--- src/rtl/alu_arbiter.sv ---
// alu_arbiter
//   Two-requester round-robin arbiter and sequencer for the shared 4-bit
//   calculator ALU. A granted request is latched, presented to the
//   combinational ALU for one EXEC cycle, and the screened result is returned
//   over a valid/ready response channel. Unimplemented opcodes (1101-1111) and
//   modulo-by-zero (1001 with B=0) are replaced by fixed values so no X from
//   the ALU reaches downstream logic.
//
//   Optional feature macro: ALU_ARB_ACC_EN
//     Defined   : a 4-bit accumulator can replace operand A (req*_acc=1); it
//                 loads rsp_result on every response handshake.
//     Undefined : no accumulator; req*_acc is ignored.
//
//   Ports
//     clk, reset                      clock, synchronous active-high reset
//     req{0,1}_valid/ready            request handshake (ready is combinational)
//     req{0,1}_a/_b/_op/_acc          request operands, opcode, use-accumulator
//     alu_a/alu_b/alu_op/alu_reset    to ALU (operands registered)
//     alu_result/alu_overflow         from ALU
//     rsp_valid/rsp_ready             response handshake
//     rsp_id/result/overflow/illegal  registered response fields
module alu_arbiter (
  input  logic       clk,
  input  logic       reset,
  input  logic       req0_valid,
  output logic       req0_ready,
  input  logic [3:0] req0_a,
  input  logic [3:0] req0_b,
  input  logic [3:0] req0_op,
  input  logic       req0_acc,
  input  logic       req1_valid,
  output logic       req1_ready,
  input  logic [3:0] req1_a,
  input  logic [3:0] req1_b,
  input  logic [3:0] req1_op,
  input  logic       req1_acc,
  output logic [3:0] alu_a,
  output logic [3:0] alu_b,
  output logic [3:0] alu_op,
  output logic       alu_reset,
  input  logic [3:0] alu_result,
  input  logic       alu_overflow,
  output logic       rsp_valid,
  input  logic       rsp_ready,
  output logic       rsp_id,
  output logic [3:0] rsp_result,
  output logic       rsp_overflow,
  output logic       rsp_illegal
);

  typedef enum logic [1:0] {IDLE, EXEC, RESP} state_e;

  state_e     state_q, state_d;
  logic       rr_q, rr_d;
  logic       id_q, id_d;
  logic [3:0] alu_a_q, alu_a_d;
  logic [3:0] alu_b_q, alu_b_d;
  logic [3:0] alu_op_q, alu_op_d;
  logic [3:0] rsp_result_q, rsp_result_d;
  logic       rsp_overflow_q, rsp_overflow_d;
  logic       rsp_illegal_q, rsp_illegal_d;

  logic       grant1;
  logic       req_hs;
  logic       rsp_hs;
  logic [3:0] sel_a;
  logic [3:0] sel_b;
  logic [3:0] sel_op;
  logic       op_unimpl;
  logic       mod_zero;

`ifdef ALU_ARB_ACC_EN
  logic [3:0] acc_q, acc_d;
  logic       sel_acc;
`else
  logic       unused_acc;
  assign unused_acc = req0_acc ^ req1_acc;
`endif

  // Requester 1 wins when alone, or when both are valid and rr points at it.
  assign grant1 = req1_valid && (!req0_valid || rr_q);
  assign sel_a  = grant1 ? req1_a  : req0_a;
  assign sel_b  = grant1 ? req1_b  : req0_b;
  assign sel_op = grant1 ? req1_op : req0_op;
`ifdef ALU_ARB_ACC_EN
  assign sel_acc = grant1 ? req1_acc : req0_acc;
`endif

  assign op_unimpl = (alu_op_q >= 4'd13);
  assign mod_zero  = (alu_op_q == 4'b1001) && (alu_b_q == 4'd0);

  // ---------------------------------------------------------------- state reg
  always_ff @(posedge clk) begin
    if (reset) state_q <= IDLE;
    else       state_q <= state_d;
  end

  // ---------------------------------------------------------- next-state comb
  always_comb begin
    state_d = state_q;
    unique case (state_q)
      IDLE:    if (req_hs) state_d = EXEC;
      EXEC:    state_d = RESP;
      RESP:    if (rsp_hs) state_d = IDLE;
      default: state_d = IDLE;
    endcase
  end

  // -------------------------------------------------------------- output comb
  // Ready is gated by reset so no handshake can be seen while reset is held.
  always_comb begin
    req0_ready = 1'b0;
    req1_ready = 1'b0;
    rsp_valid  = (state_q == RESP);
    if (state_q == IDLE && !reset) begin
      req0_ready = req0_valid && !grant1;
      req1_ready = grant1;
    end
  end

  assign req_hs = req0_ready | req1_ready;
  assign rsp_hs = rsp_valid & rsp_ready;

  // ------------------------------------------------------------ datapath comb
  // Operands are loaded straight into the ALU-facing registers at the request
  // handshake; the accumulator cannot change between handshake and EXEC, so
  // the substitution can be made at load time and the ALU inputs stay frozen
  // outside EXEC.
  always_comb begin
    rr_d           = rr_q;
    id_d           = id_q;
    alu_a_d        = alu_a_q;
    alu_b_d        = alu_b_q;
    alu_op_d       = alu_op_q;
    rsp_result_d   = rsp_result_q;
    rsp_overflow_d = rsp_overflow_q;
    rsp_illegal_d  = rsp_illegal_q;
`ifdef ALU_ARB_ACC_EN
    acc_d          = acc_q;
`endif

    if (req_hs) begin
      id_d     = grant1;
`ifdef ALU_ARB_ACC_EN
      alu_a_d  = sel_acc ? acc_q : sel_a;
`else
      alu_a_d  = sel_a;
`endif
      alu_b_d  = sel_b;
      alu_op_d = sel_op;
    end

    if (state_q == EXEC) begin
      if (op_unimpl) begin
        rsp_result_d   = 4'd0;
        rsp_overflow_d = 1'b0;
        rsp_illegal_d  = 1'b1;
      end else if (mod_zero) begin
        rsp_result_d   = 4'd0;
        rsp_overflow_d = 1'b1;
        rsp_illegal_d  = 1'b1;
      end else begin
        rsp_result_d   = alu_result;
        rsp_overflow_d = alu_overflow;
        rsp_illegal_d  = 1'b0;
      end
    end

    if (rsp_hs) begin
      rr_d  = ~id_q;
`ifdef ALU_ARB_ACC_EN
      acc_d = rsp_result_q;
`endif
    end
  end

  // ------------------------------------------------------------ datapath regs
  always_ff @(posedge clk) begin
    if (reset) begin
      rr_q           <= 1'b0;
      id_q           <= 1'b0;
      alu_a_q        <= 4'd0;
      alu_b_q        <= 4'd0;
      alu_op_q       <= 4'd0;
      rsp_result_q   <= 4'd0;
      rsp_overflow_q <= 1'b0;
      rsp_illegal_q  <= 1'b0;
`ifdef ALU_ARB_ACC_EN
      acc_q          <= 4'd0;
`endif
    end else begin
      rr_q           <= rr_d;
      id_q           <= id_d;
      alu_a_q        <= alu_a_d;
      alu_b_q        <= alu_b_d;
      alu_op_q       <= alu_op_d;
      rsp_result_q   <= rsp_result_d;
      rsp_overflow_q <= rsp_overflow_d;
      rsp_illegal_q  <= rsp_illegal_d;
`ifdef ALU_ARB_ACC_EN
      acc_q          <= acc_d;
`endif
    end
  end

  assign alu_a        = alu_a_q;
  assign alu_b        = alu_b_q;
  assign alu_op       = alu_op_q;
  assign alu_reset    = reset;
  assign rsp_id       = id_q;
  assign rsp_result   = rsp_result_q;
  assign rsp_overflow = rsp_overflow_q;
  assign rsp_illegal  = rsp_illegal_q;

endmodule

--- config.mk ---
export PLATFORM = sky130hd
export DESIGN_NAME = alu_arbiter
export DESIGN_NICKNAME = d
export VERILOG_FILES = /design/src/rtl/alu_arbiter.sv
export SDC_FILE = /design/constraint.sdc
export NUM_CORES = 1
export LEC_CHECK = 0
export CAP_MARGIN = 20
export CORE_MARGIN = 4
export CORE_UTILIZATION = 36
export CTS_CLUSTER_DIAMETER = 40
export DETAILED_ROUTE_END_ITERATION = 10
export HOLD_SLACK_MARGIN = 0.05
export PLACE_DENSITY = 0.76
export SYNTH_ARGS = -nofsm -noshare
export SYNTH_HDL_FRONTEND = slang
export SYNTH_SLANG_ARGS = --single-unit
export TNS_END_PERCENT = 30
--- constraint.sdc ---
create_clock -name clk -period 1.1 [get_ports clk]
set_input_delay 0.22 -clock clk [delete_from_list [all_inputs] [get_ports clk]]
set_output_delay 0.22 -clock clk [all_outputs]
set_load 0.01 [all_outputs]
# == Yosys cells after proc, flatten, opt, wreduce, memory -nomap -nowiden ==
# Cells that the tools add are included.
# classes
n_eq_ne,5
n_lt_le_gt_ge,1
n_reduce_logical,11
bitwise_logic,3
mux,14
# ops
op,n
4-bit two-way mux,5
1-bit two-way mux,6
2-bit case mux with 3 select lines,1
"4-bit equality test, second input constant",1
"4-bit >= comparator, second input constant",1
1-bit logical AND,4
4-bit logical NOT,1
2-bit two-way mux,2
1-bit logical NOT,3
"2-bit by 1-bit equality test with 1-bit output, second input constant",1
"2-bit equality test, second input constant",1
2-bit logical NOT,1
"2-bit by 1-bit != test with 1-bit output, second input constant",1
"2-bit != test, second input constant",1
2-bit AND reduction,1
1-bit bitwise AND,1
1-bit logical OR,1
1-bit inverter,1
1-bit bitwise OR,1
# totals
regBits,22
in_bits,36

# == Longest topological paths before layout ==
# depth
word_depth,9
depth_mapped,4
ltp_nobuf,3

# == Worst setup path before layout ==
# OpenSTA, ideal clock, no wires.
# synth_timing
path_kind,register -> output
start,register state_q[0]
end,output req1_ready
t_arrival_ns,0.997
path_buffers,1
path_stages_with_launch,4
slack_ns,-0.117
cell_sequence,dfxtp_1 > nor3_4 > buf_6 > nor2b_1
# synth_between
elab_chain_len,3
# synth_rtl
element,line_no,text
start: declaration,53,"state_e state_q, state_d;"
start signal: assignment,95,else state_q <= state_d;
2-bit logical NOT,115,if (state_q == IDLE && !reset) begin
1-bit logical AND,115,
1-bit two-way mux,115,
end: declaration,32,"output logic req1_ready,"
# No other way between the ends.

# == Worst setup path in the final report ==
# layout_timing
start,register state_q[0]
end,output req0_ready
# layout_between
elab_chain_len,3
# layout_rtl
element,line_no,text
2-bit logical NOT,115,
1-bit logical AND,115,
1-bit two-way mux,115,
end: declaration,26,"output logic req0_ready,"
# No other way between the ends.

==> impl_metrics.csv <==
group,metric,value,unit
placement,io_buffers,56,
clock_network,cts_hold_buf,0,
power,leakagePower,0.824,nW
logic_synthesis,avgSynthCellArea,10.1,µm²
finish,final_core_util,0.663,
timing,tightest_slew,0.381,ns
global_route,antenna_found_initial,0,
logic_synthesis,synthesis.area,0.00119,mm²
power,swShare,0.306,
power,p_clk_frac,0.211,
logic_synthesis,ys_async_sr_fraction,0,
drt,vias_per_cell,5.59,
power,switchingPower,0.000667,W
worst_setup_path,reg2reg_depth,6,
finish,drive_gt1_frac,0.520,
floorplanning,rows,20,
drt,wirelength,4320,µm
global_route,grt_pass1_vias,1415,
floorplanning,boundaryPins,59,
placement,gp_congestion,0.789,
clock_network,clockBufferDepth,2,
worst_setup_path,path_class,"reg2out",
floorplanning,die_area,0.00430,mm²
drt,drt-pass1-iter-count,4,
timing,clock_skew,0.0108,ns
worst_setup_path,startpoint_type,"flip-flop",
drt,remaining_drc_errors,0,
timing,fin_crit,1.51,ns
power,fin_total_pwr,0.00218,W
floorplanning,core_area,0.00310,mm²
logic_synthesis,ys_types,34,
worst_setup_path,arrival,1.29,ns
status,violations,"negative setup slack",
hold_path,hold_class,"in2reg",
logic_synthesis,synthFlopType,"dfxtp_1",
global_route,grt_max_degree,15,
clock_network,cts_tree,"built",
clock_network,clk_latency,0.32,ns
flow_run,drv_cap,0,
power,internal_power,0.00151,W
logic_synthesis,synth_edf_count,0,
finish,area_growth,72.4,%
logic_synthesis,ys_top_cells_by_area,"dfxtp_1 37%, a311oi_2 11%, o211ai_1 7.5%, a21oi_1 5.9%, o21ai_0 5.0%",
clock_network,cts-buffers-inserted,3,
drt,wl_per_cell,18.0,µm
timing,rsz0062_at_grt,"yes",
placement,hpwl,2940,µm
logic_synthesis,synth_nets,154,
clock_network,clock_sinks,22,
power,power_frac_comb,0.356,
worst_setup_path,critPathMaxFanout,2,
drt,vias,1341,
global_route,overflow,0,
placement,post-place-ws,-0.852,ns
status,status,"complete, but fails checks",
finish,final_nets,233,
timing,slew_violations,0,
timing,setup_viol,25,
logic_synthesis,ys_seq_area_frac,0.369,
global_route,grt_pass1_wl,6870,µm
logic_synthesis,syn-instance-count,118,
power,power_frac_seq,0.433,
timing,fin_ws,-0.409,ns
worst_setup_path,regToRegSetupSlack,-0.32,ns
worst_setup_path,end_kind,"primary output",
finish,n_antenna_cell,0,
floorplanning,initial_core_util,0.385,
clock_network,ctsHtreeMaxLevel,1,
floorplanning,die_h,65.6,µm
power,ir_drop,515,µV
timing,max_freq,663,MHz
drt,ant_nets,0,
worst_setup_path,required,0.88,ns
logic_synthesis,synth_top_area_frac,0.369,
logic_synthesis,synth-seq-cells,22,
power,cellPowerDensity,1060,mW/mm²
floorplanning,die_w,65.6,µm
timing,finalCritPeriodShare,1.37,
drt,drt_first_iter_violations,40,
clock_network,clk_pin_slew,0.13,ns
hold_path,hold_depth,3,
clock_network,cts-root-buf,"clkbuf_4",
timing,slew_headroom,0.745,
timing,hold_viol,0,
logic_synthesis,yosysWarnings,0,
logic_synthesis,yosysTopAreaCell,"dfxtp_1",
global_route,globalRouteTotalUtil,0.208,
[metrics by stage]
step	std cells	TNS [ns]	hold WS, ns	area, µm²
3_5_place_dp	226	-14.80	0.477	1900
6_report	240	-6.08	0.389	2060
4_1_cts	240	-5.52	0.399	2090
3_3_place_gp	226	-13.83	0.461	1900
5_1_grt	240	-7.38	0.387	2060
2_1_floorplan	118	-0.793	0.359	1210
[state kept, by name (all words and copies together), names as in the netlist]
register / cells
alu_b: 4
alu_a: 4
state_q: 2
rsp_result: 4
rsp_overflow: 1
rsp_illegal: 1
rr_q: 1
alu_op: 4
rsp_id: 1
[area by class of cell]
type	instances	area (µm²)
inverter	3	11.3
tap	44	55.1
fill	274	1040
timing repair buffer	84	758
multi-input combinational	83	719
clock buffer	4	36.3
sequential	22	478
[path summary, 6_finish.rpt]
check | from | end
setup reg to reg | state_q[0] | alu_b[0]
setup / recovery | state_q[0] | req0_ready
hold reg to reg | rsp_result[0] | rsp_result[0]
hold / removal | reset | alu_a[2]
[cell usage after synthesis, types with 3 or more instances]
cell type and instances:
clkbuf_1 3, a311oi_1 3, o211ai_1 12, nor2_1 3, buf_2 4, nor2b_1 3
a311oi_2 9, a21oi_1 14, a22o_1 4, dfxtp_1 22, o21ai_0 12
[worst max-delay path: stages, from the launching register on]
cell and delay, ns:
dfxtp_2 0.36, nor3_4 0.21, buf_6 0.14, and3_4 0.16, buf_6 0.10
[layer usage]
layer	wire length, µm	track usage
met1	1710	0.235
met5	0	0
met4	129	0.0907
met3	202	0.0256
met2	2280	0.386
[cell usage in the layout (no fill, tap or decap), types with 4 or more instances in the layout]
master and instances:
a21oi_1 11, buf_4 18, buf_2 19, clkdlybuf4s50_1 30, buf_6 8, dfxtp_4 4, a311oi_2 9, dfxtp_2 18
o21ai_0 11, a22o_1 4, o211ai_1 12
[kinds of logic after synthesis]
group	after synthesis	share of synthesized area
DFF	22	0.369
buffers and inverters	14	0.0671
AOI/OAI and AO/OA	61	0.411
and+or+nand+nor	20	0.145
muxes	1	0.00839
[repair_timing]
| item | CTS | global route |
|---|---|---|
| hold endpoints to repair | 0 | 0 |
| setup buffers | 7 | 0 |
| cloned | 3 | 0 |
| pin swaps | 11 | 4 |
| endpoints found under the setup margin | 44 | 33 |
| gates resized for setup | 126 | 11 |
[power by group through the flow]
stage / clock [W] / combinational [W] / sequential, W
global route: 0.000510 / 0.000826 / 0.000956
floorplan: 0 / 0.000304 / 0.000981
CTS: 0.000460 / 0.000774 / 0.000946
global placement: 0 / 0.000684 / 0.000951
finish: 0.000461 / 0.000776 / 0.000946
detailed placement: 0 / 0.000705 / 0.000956
(Power assumes the default switching activity.)
